`config.mk`:
```
export PLATFORM = sky130hd
export DESIGN_NAME = efuse_prog_sequencer
export DESIGN_NICKNAME = d
export VERILOG_FILES = /design/src/rtl/efuse_pkg.sv /design/src/rtl/efuse_timer.sv /design/src/rtl/efuse_prog_sequencer.sv
export SDC_FILE = /design/constraint.sdc
export NUM_CORES = 1
export LEC_CHECK = 0
export CAP_MARGIN = 10
export CORE_UTILIZATION = 47
export CTS_BUF_LIST = sky130_fd_sc_hd__clkbuf_16
export CTS_CLUSTER_DIAMETER = 50
export DETAILED_ROUTE_END_ITERATION = 12
export PLACE_DENSITY = 0.77
export SLEW_MARGIN = 5
export SYNTH_ARGS = -nofsm -noshare
export SYNTH_HDL_FRONTEND = slang
export SYNTH_SLANG_ARGS = --single-unit
```
`constraint.sdc`:
```
create_clock -name clk_8M -period 2.3 [get_ports clk_8M]
set_clock_uncertainty 0.1 [all_clocks]
set_input_delay 0.46 -clock clk_8M [delete_from_list [all_inputs] [get_ports clk_8M]]
set_output_delay 0.46 -clock clk_8M [all_outputs]
set_load 0.05 [all_outputs]
```
`src/rtl/efuse_pkg.sv`:
```
// Shared definitions for the eFuse access sequencer: default geometry and timing,
// FSM state encoding and a small helper for sizing the shared phase counter.
package efuse_pkg;

  localparam int unsigned DefNbits    = 32;
  localparam int unsigned DefAddrW    = 5;
  localparam int unsigned DefSetupCyc = 2;
  localparam int unsigned DefProgCyc  = 40;  // 5 us at 8 MHz
  localparam int unsigned DefReadCyc  = 4;
  localparam int unsigned DefHoldCyc  = 2;

  typedef enum logic [2:0] {
    StIdle   = 3'd0,
    StSetup  = 3'd1,
    StStrobe = 3'd2,
    StHold   = 3'd3,
    StNext   = 3'd4,
    StDone   = 3'd5
  } state_e;

  function automatic int unsigned max_u(input int unsigned a, input int unsigned b);
    return (a > b) ? a : b;
  endfunction

endpackage

```
`src/rtl/efuse_timer.sv`:
```
// Loadable down-counter shared by the SETUP, STROBE and HOLD phases.
// Ports:
//   clk_8M    system clock
//   rst       asynchronous active-low reset
//   load      load load_val this cycle (takes priority over counting)
//   load_val  value to load, phase length minus one
//   value     current count
//   zero      count has reached zero (counter saturates there)
module efuse_timer #(
  parameter int unsigned CntW = 6
) (
  input  logic            clk_8M,
  input  logic            rst,
  input  logic            load,
  input  logic [CntW-1:0] load_val,
  output logic [CntW-1:0] value,
  output logic            zero
);

  logic [CntW-1:0] cnt_q, cnt_d;

  always_comb begin
    cnt_d = cnt_q;
    if (load) begin
      cnt_d = load_val;
    end else if (cnt_q != '0) begin
      cnt_d = cnt_q - CntW'(1);
    end
  end

  always_ff @(posedge clk_8M or negedge rst) begin
    if (!rst) begin
      cnt_q <= '0;
    end else begin
      cnt_q <= cnt_d;
    end
  end

  assign value = cnt_q;
  assign zero  = (cnt_q == '0);

endmodule

```
`src/rtl/efuse_prog_sequencer.sv`:
```
// Runs one complete eFuse access per start_pulse rising edge: programs or reads all NBITS
// fuse bits serially with one timed strobe per bit, and owns all macro-facing timing.
// Ports:
//   clk_8M        system clock, 8 MHz
//   rst           asynchronous active-low reset
//   start_pulse   multi-cycle start request; only its rising edge triggers
//   mode          1 = program, 0 = read; sampled on trigger
//   prog_data     word to burn; sampled on trigger
//   efuse_q       macro read output for the addressed bit
//   efuse_csb     macro chip select, active low
//   efuse_pgm     macro program enable
//   efuse_strobe  macro program/read strobe
//   efuse_addr    addressed bit
//   busy          high from the cycle after trigger through the done cycle
//   done          one-cycle pulse at the end of an access
//   read_data     word captured by the last read; untouched by program accesses
module efuse_prog_sequencer
  import efuse_pkg::*;
#(
  parameter int unsigned NBITS     = DefNbits,
  parameter int unsigned ADDR_W    = DefAddrW,
  parameter int unsigned SETUP_CYC = DefSetupCyc,
  parameter int unsigned PROG_CYC  = DefProgCyc,
  parameter int unsigned READ_CYC  = DefReadCyc,
  parameter int unsigned HOLD_CYC  = DefHoldCyc
) (
  input  logic              clk_8M,
  input  logic              rst,
  input  logic              start_pulse,
  input  logic              mode,
  input  logic [NBITS-1:0]  prog_data,
  input  logic              efuse_q,
  output logic              efuse_csb,
  output logic              efuse_pgm,
  output logic              efuse_strobe,
  output logic [ADDR_W-1:0] efuse_addr,
  output logic              busy,
  output logic              done,
  output logic [NBITS-1:0]  read_data
);

  localparam int unsigned CntMax = max_u(max_u(PROG_CYC, READ_CYC), max_u(SETUP_CYC, HOLD_CYC));
  localparam int unsigned CntW   = $clog2(CntMax + 1);

  localparam logic [ADDR_W-1:0] LastAddr = ADDR_W'(NBITS - 1);
  localparam logic [CntW-1:0]   SetupLd  = CntW'(SETUP_CYC - 1);
  localparam logic [CntW-1:0]   ProgLd   = CntW'(PROG_CYC - 1);
  localparam logic [CntW-1:0]   ReadLd   = CntW'(READ_CYC - 1);
  localparam logic [CntW-1:0]   HoldLd   = CntW'(HOLD_CYC - 1);

  state_e state_q, state_d;

  logic              start_d_q;
  logic              trigger;
  logic [ADDR_W-1:0] addr_q, addr_d;
  logic              mode_q, mode_d;
  logic [NBITS-1:0]  data_q, data_d;
  logic [NBITS-1:0]  rdata_q, rdata_d;

  logic              tmr_load;
  logic [CntW-1:0]   tmr_load_val;
  logic [CntW-1:0]   tmr_value;
  logic              tmr_zero;

  logic csb_q, csb_d;
  logic pgm_q, pgm_d;
  logic strobe_q, strobe_d;
  logic busy_q, busy_d;
  logic done_q, done_d;

  // Rising-edge detect: later high cycles of the same pulse never retrigger.
  always_ff @(posedge clk_8M or negedge rst) begin
    if (!rst) begin
      start_d_q <= 1'b0;
    end else begin
      start_d_q <= start_pulse;
    end
  end

  assign trigger = start_pulse & ~start_d_q;

  efuse_timer #(
    .CntW (CntW)
  ) u_timer (
    .clk_8M   (clk_8M),
    .rst      (rst),
    .load     (tmr_load),
    .load_val (tmr_load_val),
    .value    (tmr_value),
    .zero     (tmr_zero)
  );

  // State register
  always_ff @(posedge clk_8M or negedge rst) begin
    if (!rst) begin
      state_q <= StIdle;
    end else begin
      state_q <= state_d;
    end
  end

  // Next state, timer loads, address and request latches
  always_comb begin
    state_d      = state_q;
    tmr_load     = 1'b0;
    tmr_load_val = SetupLd;
    addr_d       = addr_q;
    mode_d       = mode_q;
    data_d       = data_q;
    unique case (state_q)
      StIdle: begin
        // Triggers while busy are simply dropped: only this state looks at them.
        if (trigger) begin
          state_d      = StSetup;
          tmr_load     = 1'b1;
          tmr_load_val = SetupLd;
          addr_d       = '0;
          mode_d       = mode;
          data_d       = prog_data;
        end
      end
      StSetup: begin
        if (tmr_zero) begin
          // Bits that stay unburnt need no strobe at all.
          if (mode_q && !data_q[addr_q]) begin
            state_d = StNext;
          end else begin
            state_d      = StStrobe;
            tmr_load     = 1'b1;
            tmr_load_val = mode_q ? ProgLd : ReadLd;
          end
        end
      end
      StStrobe: begin
        if (tmr_zero) begin
          state_d      = StHold;
          tmr_load     = 1'b1;
          tmr_load_val = HoldLd;
        end
      end
      StHold: begin
        if (tmr_zero) begin
          state_d = StNext;
        end
      end
      StNext: begin
        if (addr_q == LastAddr) begin
          state_d = StDone;
        end else begin
          state_d      = StSetup;
          tmr_load     = 1'b1;
          tmr_load_val = SetupLd;
          addr_d       = addr_q + ADDR_W'(1);
        end
      end
      StDone: begin
        state_d = StIdle;
      end
      default: begin
        state_d = StIdle;
      end
    endcase
  end

  // Read capture on the last strobe cycle, when the macro output has had the full strobe to settle.
  always_comb begin
    rdata_d = rdata_q;
    if (state_q == StStrobe && !mode_q && tmr_value == '0) begin
      rdata_d[addr_q] = efuse_q;
    end
  end

  always_ff @(posedge clk_8M or negedge rst) begin
    if (!rst) begin
      addr_q  <= '0;
      mode_q  <= 1'b0;
      data_q  <= '0;
      rdata_q <= '0;
    end else begin
      addr_q  <= addr_d;
      mode_q  <= mode_d;
      data_q  <= data_d;
      rdata_q <= rdata_d;
    end
  end

  // Outputs decoded from the next state so the registered outputs line up with state_q.
  always_comb begin
    csb_d    = 1'b1;
    pgm_d    = 1'b0;
    strobe_d = 1'b0;
    busy_d   = 1'b0;
    done_d   = 1'b0;
    unique case (state_d)
      StSetup, StHold, StNext: begin
        csb_d  = 1'b0;
        pgm_d  = mode_d;
        busy_d = 1'b1;
      end
      StStrobe: begin
        csb_d    = 1'b0;
        pgm_d    = mode_d;
        strobe_d = 1'b1;
        busy_d   = 1'b1;
      end
      StDone: begin
        busy_d = 1'b1;
        done_d = 1'b1;
      end
      default: begin
        csb_d = 1'b1;
      end
    endcase
  end

  // Async reset drops strobe/pgm and deselects the macro without waiting for a clock.
  always_ff @(posedge clk_8M or negedge rst) begin
    if (!rst) begin
      csb_q    <= 1'b1;
      pgm_q    <= 1'b0;
      strobe_q <= 1'b0;
      busy_q   <= 1'b0;
      done_q   <= 1'b0;
    end else begin
      csb_q    <= csb_d;
      pgm_q    <= pgm_d;
      strobe_q <= strobe_d;
      busy_q   <= busy_d;
      done_q   <= done_d;
    end
  end

  assign efuse_csb    = csb_q;
  assign efuse_pgm    = pgm_q;
  assign efuse_strobe = strobe_q;
  assign efuse_addr   = addr_q;
  assign busy         = busy_q;
  assign done         = done_q;
  assign read_data    = rdata_q;

endmodule
```
==> Yosys cells after proc, flatten, opt, wreduce, memory -nomap -nowiden <==
Cells that the tools add are included.
{ "classes": {"addsub": 2, "n_lt_le_gt_ge": 2, "eq_ne": 12, "muxes": 34, "n_bitwise": 2, "n_reduce_logical": 15} }
{ "ops": {"columns": ["op", "n"], "rows": [
  ["6-bit 2-to-1 mux", 6],
  ["32-bit bitwise mux", 1],
  ["3-bit 2-to-1 mux", 6],
  ["3-bit one-hot mux with 5 select lines", 1],
  ["1-bit 2-to-1 mux", 14],
  ["3-bit by 2-bit == test with 1-bit output, second input constant", 4],
  ["5-bit 2-to-1 mux", 2],
  ["5-bit one-hot mux with 2 select lines", 1],
  ["3-bit == test, second input constant", 3],
  ["3-bit by 1-bit == test with 1-bit output, second input constant", 2],
  ["6-bit logical NOT", 1],
  ["5-bit by 6-bit < comparator with 1-bit output, second input constant", 1],
  ["6-bit nonzero test", 1],
  ["6-bit by 1-bit subtractor with 6-bit output, second input constant", 1],
  ["5-bit by 1-bit adder with 5-bit output, second input constant", 1],
  ["1-bit binary-select mux with 5-bit select", 1],
  ["1-bit demux with 5-bit select", 1],
  ["5-bit == test, second input constant", 1],
  ["5-bit by 1-bit greater-or-equal comparator with 1-bit output, second input constant", 1],
  ["5-bit OR reduction", 1],
  ["1-bit logical AND", 4],
  ["2-bit != test, second input constant", 2],
  ["1-bit one-hot mux with 4 select lines", 1],
  ["2-bit nonzero test", 2],
  ["other kinds (7)", 8]
]} }
{ "totals": {"register_bits": 85, "in_bits": 37, "elab_cells": 79} }

==> Longest topological paths before layout <==
{ "logic_depth": {"depth_word": 10, "depth_mapped": 8, "mapped_depth_nobuf": 7} }

==> Hierarchy <==
A second synthesis with hierarchy kept.
{ "hier_totals": {"cells_unflattened": 393, "area_unflattened_um2": 4063.9} }
{ "by_module_without_submodules": {"columns": ["module", "n_inst", "cells_each", "area_per_inst_um2"], "rows": [
  ["efuse_prog_sequencer", 1, 353, 3663.5],
  ["efuse_timer", 1, 40, 400.4]
]} }

==> Least setup slack after synthesis <==
Ideal clock, no wire load.
{ "synth_timing": {"path_kind": "register -> register", "start": "register addr_q[1], in the netlist efuse_addr[1]", "end": "register u_timer.cnt_q[0], in the netlist u_timer.value[0]", "setup_ns": 0.131, "arrival_ns": 2.180, "required_time_ns": 2.069, "slack_ns": -0.112, "path_stages_with_launch": 7, "path_buffers": 2, "synth_period_minus_slack_ns": 2.412, "path_cell_list": "dfrtp_1 buf_2 buf_2 mux4_2 a21oi_1 a31oi_2 or3_1"} }
{ "synth_via": {"elab_chain_len": 8, "elab_cells_between_ends": 14, "classes_between": "eq/ne: 1; mux: 10; reduce/logical: 3"} }
{ "synth_rtl": {"columns": ["item", "line_no", "text"], "rows": [
  ["start, declared", "efuse_prog_sequencer.sv:55", "logic [ADDR_W-1:0] addr_q, addr_d;"],
  ["start signal, assigned", "efuse_prog_sequencer.sv:180", "addr_q <= addr_d;"],
  ["1-bit binary-select mux with 5-bit select", "efuse_prog_sequencer.sv:125", "if (mode_q && !data_q[addr_q]) begin"],
  ["1-bit 2-to-1 mux (not written as such)", "efuse_prog_sequencer.sv:125", null],
  ["1-bit logical NOT", "efuse_prog_sequencer.sv:125", null],
  ["1-bit logical AND", "efuse_prog_sequencer.sv:125", null],
  ["1-bit 2-to-1 mux or 6-bit 2-to-1 mux (tied branches)", "efuse_prog_sequencer.sv:125", null],
  ["1-bit 2-to-1 mux or 6-bit 2-to-1 mux (tied branches)", "efuse_prog_sequencer.sv:123", "if (tmr_zero) begin"],
  ["1-bit one-hot mux with 4 select lines or 6-bit 2-to-1 mux (tied branches)", null, null],
  ["6-bit 2-to-1 mux or 2-bit nonzero test (tied branches)", null, null],
  ["end signal, assigned", "efuse_timer.sv:35", "cnt_q <= cnt_d;"],
  ["end, declared", "efuse_timer.sv:20", "logic [CntW-1:0] cnt_q, cnt_d;"]
]} }
Parallel ways exist; a longest one is shown, timed or not. The select of a mux whose other input is x is not followed.
A chain may end at the register's enable or synchronous reset.

==> Final worst setup path <==
Same ends and word-level chain as after synthesis.

==> impl_metrics.toml <==
[routing]
post_drt_via_cell_ratio = 5.25
vias = 3057
routedWlPerCell_um = 15.1
routed_wl_um = 8820
drcViolationCount = 0
detail-route-antenna-nets = 0
firstDrtPassIters = 5
drt-initial-drc-count = 91

[clocking]
cts_htree_levels = 3
clockBufferDepth = 2
clk_latency_ns = 0.33
path_clk_slew_ns = 0.06
cts.sinks = 85
cts-root-buf = "clkbuf_16"
numCtsBuffers = 9
hold_buffers = 0
cts_tree = "done"

[global_route]
grt_pass1_vias = 3042
grt_pass1_wl_um = 14700
grt_max_degree = 49
grtUsageTotal_pct = 21.8
antenna_found_initial = 0
grt_overflow = 0

[pwr]
ir_drop_mv = 0.359
power_density_nw_per_um2 = 637
leakage_nw = 2.42

[worst_setup_path]
path_class = "reg2reg"
rr_startpoint = "efuse_addr[1]"
critical_path_arrival_ns = 2.34
r2r_cells = 6
worstPathRequired_ns = 2.41
startpoint_type = "register"
timing.rr.end = "u_timer.value[0]"
cp_max_fo = 13
r2r_slack_ns = 0.07
cp-end-kind = "register"

[floorplan]
rows = 33
core-area_um2 = 8220
dieArea_um2 = 8840
io_pins = 79
die_y_um = 94.0
start_util_pct = 48.4
die_x_um = 94.0

[place]
io_buffers = 78
hpwl_um = 6230
postPlaceCellArea_um2 = 4890
gp_congestion = 0.811

[synth]
ys_seq_area_share_pct = 53.5
synth_cells = 386
synth_top_cell_area_share_pct = 52.8
synth.cell_area_um2 = 3980
yosysWarnings = 0
avgSynthCellArea_um2 = 10.3
synth_ff_type = "dfrtp_1"
ys_ff_latch = 85
synth_area_leader_cell = "dfrtp_1"
synth_edf_count = 0
netlist_top_cells_area = "dfrtp_1, nand2_1, mux2_1, ha_1, mux2_2"
synth_nets = 429
yosysMostFrequentCell = "nand2_1"
synthTopCellsByCount = "nand2_1, dfrtp_1, mux2_1"
ys_types = 54
async_flop_share_pct = 100

[layout]
multiInputGateArea_um2 = 1740
diodes = 0
post_route_cells_drive_above_1_share_pct = 15.1
fillers = 665
area_delta_synth_final_pct = 32.3
finalInstanceArea_um2 = 5270
seq_area_um2 = 2130
final_net_count = 515

[timing]
hold_ws_ns = -0.0156
setup_viol = 0
tightest_slew_ns = 0.563
finalHoldViolCount = 23
max_freq_mhz = 449
layout_min_cycle_time_ns = 2.23
fin_crit_sh_pct = 96.7
slew_violations = 0
max_slew_margin_pct = 62.4

[outcome]
violations = "negative hold slack"
status = "finished with violations"

[min_path]
hold_class = "in2async"

[job]
drv_cap = 0
==> cell families (layout without fill, tap and decap cells) <==
kind of cell / Yosys count / in the layout / synth area share, %
buffers and inverters: 30 / 121 / 3.55
XOR/XNOR: 6 / 6 / 1.32
multiplexers: 47 / 47 / 14.0
adder cells (fa/ha/maj): 6 / 6 / 1.89
flip-flops: 85 / 85 / 53.5
AND/OR/NAND/NOR: 183 / 183 / 20.5
AO/OA/AOI/OAI: 29 / 29 / 5.31
==> cell usage in the layout (no fill, tap or decap), drive strengths merged, types with 4 or more instances in the layout <==
cell type and instances:
o21ai 4, or3b 5, clkbuf 9, clkdlybuf4s50 71, ha 6, mux2i 6, inv 10, dfrtp 84
and2 4, nand2 136, buf 27, nor2 14, xor2 4, mux2 38, a21oi 5
==> how the worst max path moves through the flow <==
| stage | from | endpoint |
|---|---|---|
| floorplan | efuse_addr[1] | u_timer.value[0] |
| global placement | u_timer.value[1] | read_data[4] |
| detailed placement | u_timer.value[1] | read_data[28] |
| CTS | u_timer.value[1] | read_data[11] |
| global route | u_timer.value[1] | read_data[19] |
| finish | efuse_addr[1] | u_timer.value[0] |
==> cell type report <==
| cell class | instances | share of cell area (%) |
|---|---|---|
| Clock buffer | 9 | 4.28 |
| Timing Repair Buffer | 98 | 17.6 |
| Tap cell | 105 | 2.49 |
| Multi-Input combinational cell | 271 | 33.0 |
| Clock inverter | 7 | 1.73 |
| Inverter | 7 | 0.499 |
| Sequential cell | 85 | 40.5 |
==> stage by stage <==
step                power [mW]  setup WS [ns]  utilization, %  setup TNS (ns)  instances
global placement          1.85       -0.00302            59.6        -0.00471        562
CTS                       3.38        -0.0283            63.5         -0.0888        578
global route              3.47        -0.0201            64.1         -0.0388        582
finish                    3.36         0.0748            64.1               0        582
detailed placement        1.86        -0.0978            59.6           -1.36        562
floorplan                 1.69         0.0454               -               0        386
==> sequential cells by signal, summed over array words and instances, names as in the netlist <==
signal / cells
u_timer.value: 6
mode_q: 1
start_d_q: 1
read_data: 32
efuse_addr: 5
state_q: 3
efuse_pgm: 1
efuse_strobe: 1
data_q: 32
busy: 1
efuse_csb: 1
done: 1
==> worst max-delay path, cell delays in order (launching register included) <==
cell	delay, ns
dfrtp_2	0.53
buf_4	0.23
mux2i_1	0.26
o22ai_1	0.13
o22ai_2	0.29
a31oi_2	0.18
or3_1	0.39
==> power breakdown <==
group          internal (mW)  switching, mW
combinational          0.121          0.165
sequential              1.52         0.0182
clock                  0.947          0.580
==> routing by layer <==
| layer | up-vias | GRT usage, % | wire length, um | share of wire, % |
|---|---|---|---|---|
| li1 | 1460 | - | - | - |
| met1 | 1489 | 28.8 | 3980 | 45 |
| met2 | 92 | 35.6 | 4330 | 49 |
| met3 | 16 | 3.96 | 340 | 3.9 |
| met4 | 0 | 8.72 | 171 | 1.9 |
| met5 | - | 0 | 0 | 0 |
==> repair_timing <==
| action | 4_1_cts | 5_1_grt |
|---|---|---|
| pin swaps | 0 | 2 |
| resized for setup | 4 | 9 |
| setup buffers | 0 | 4 |
| endpoints found under the setup margin | 32 | 35 |
Power figures use the tool's default switching activity.
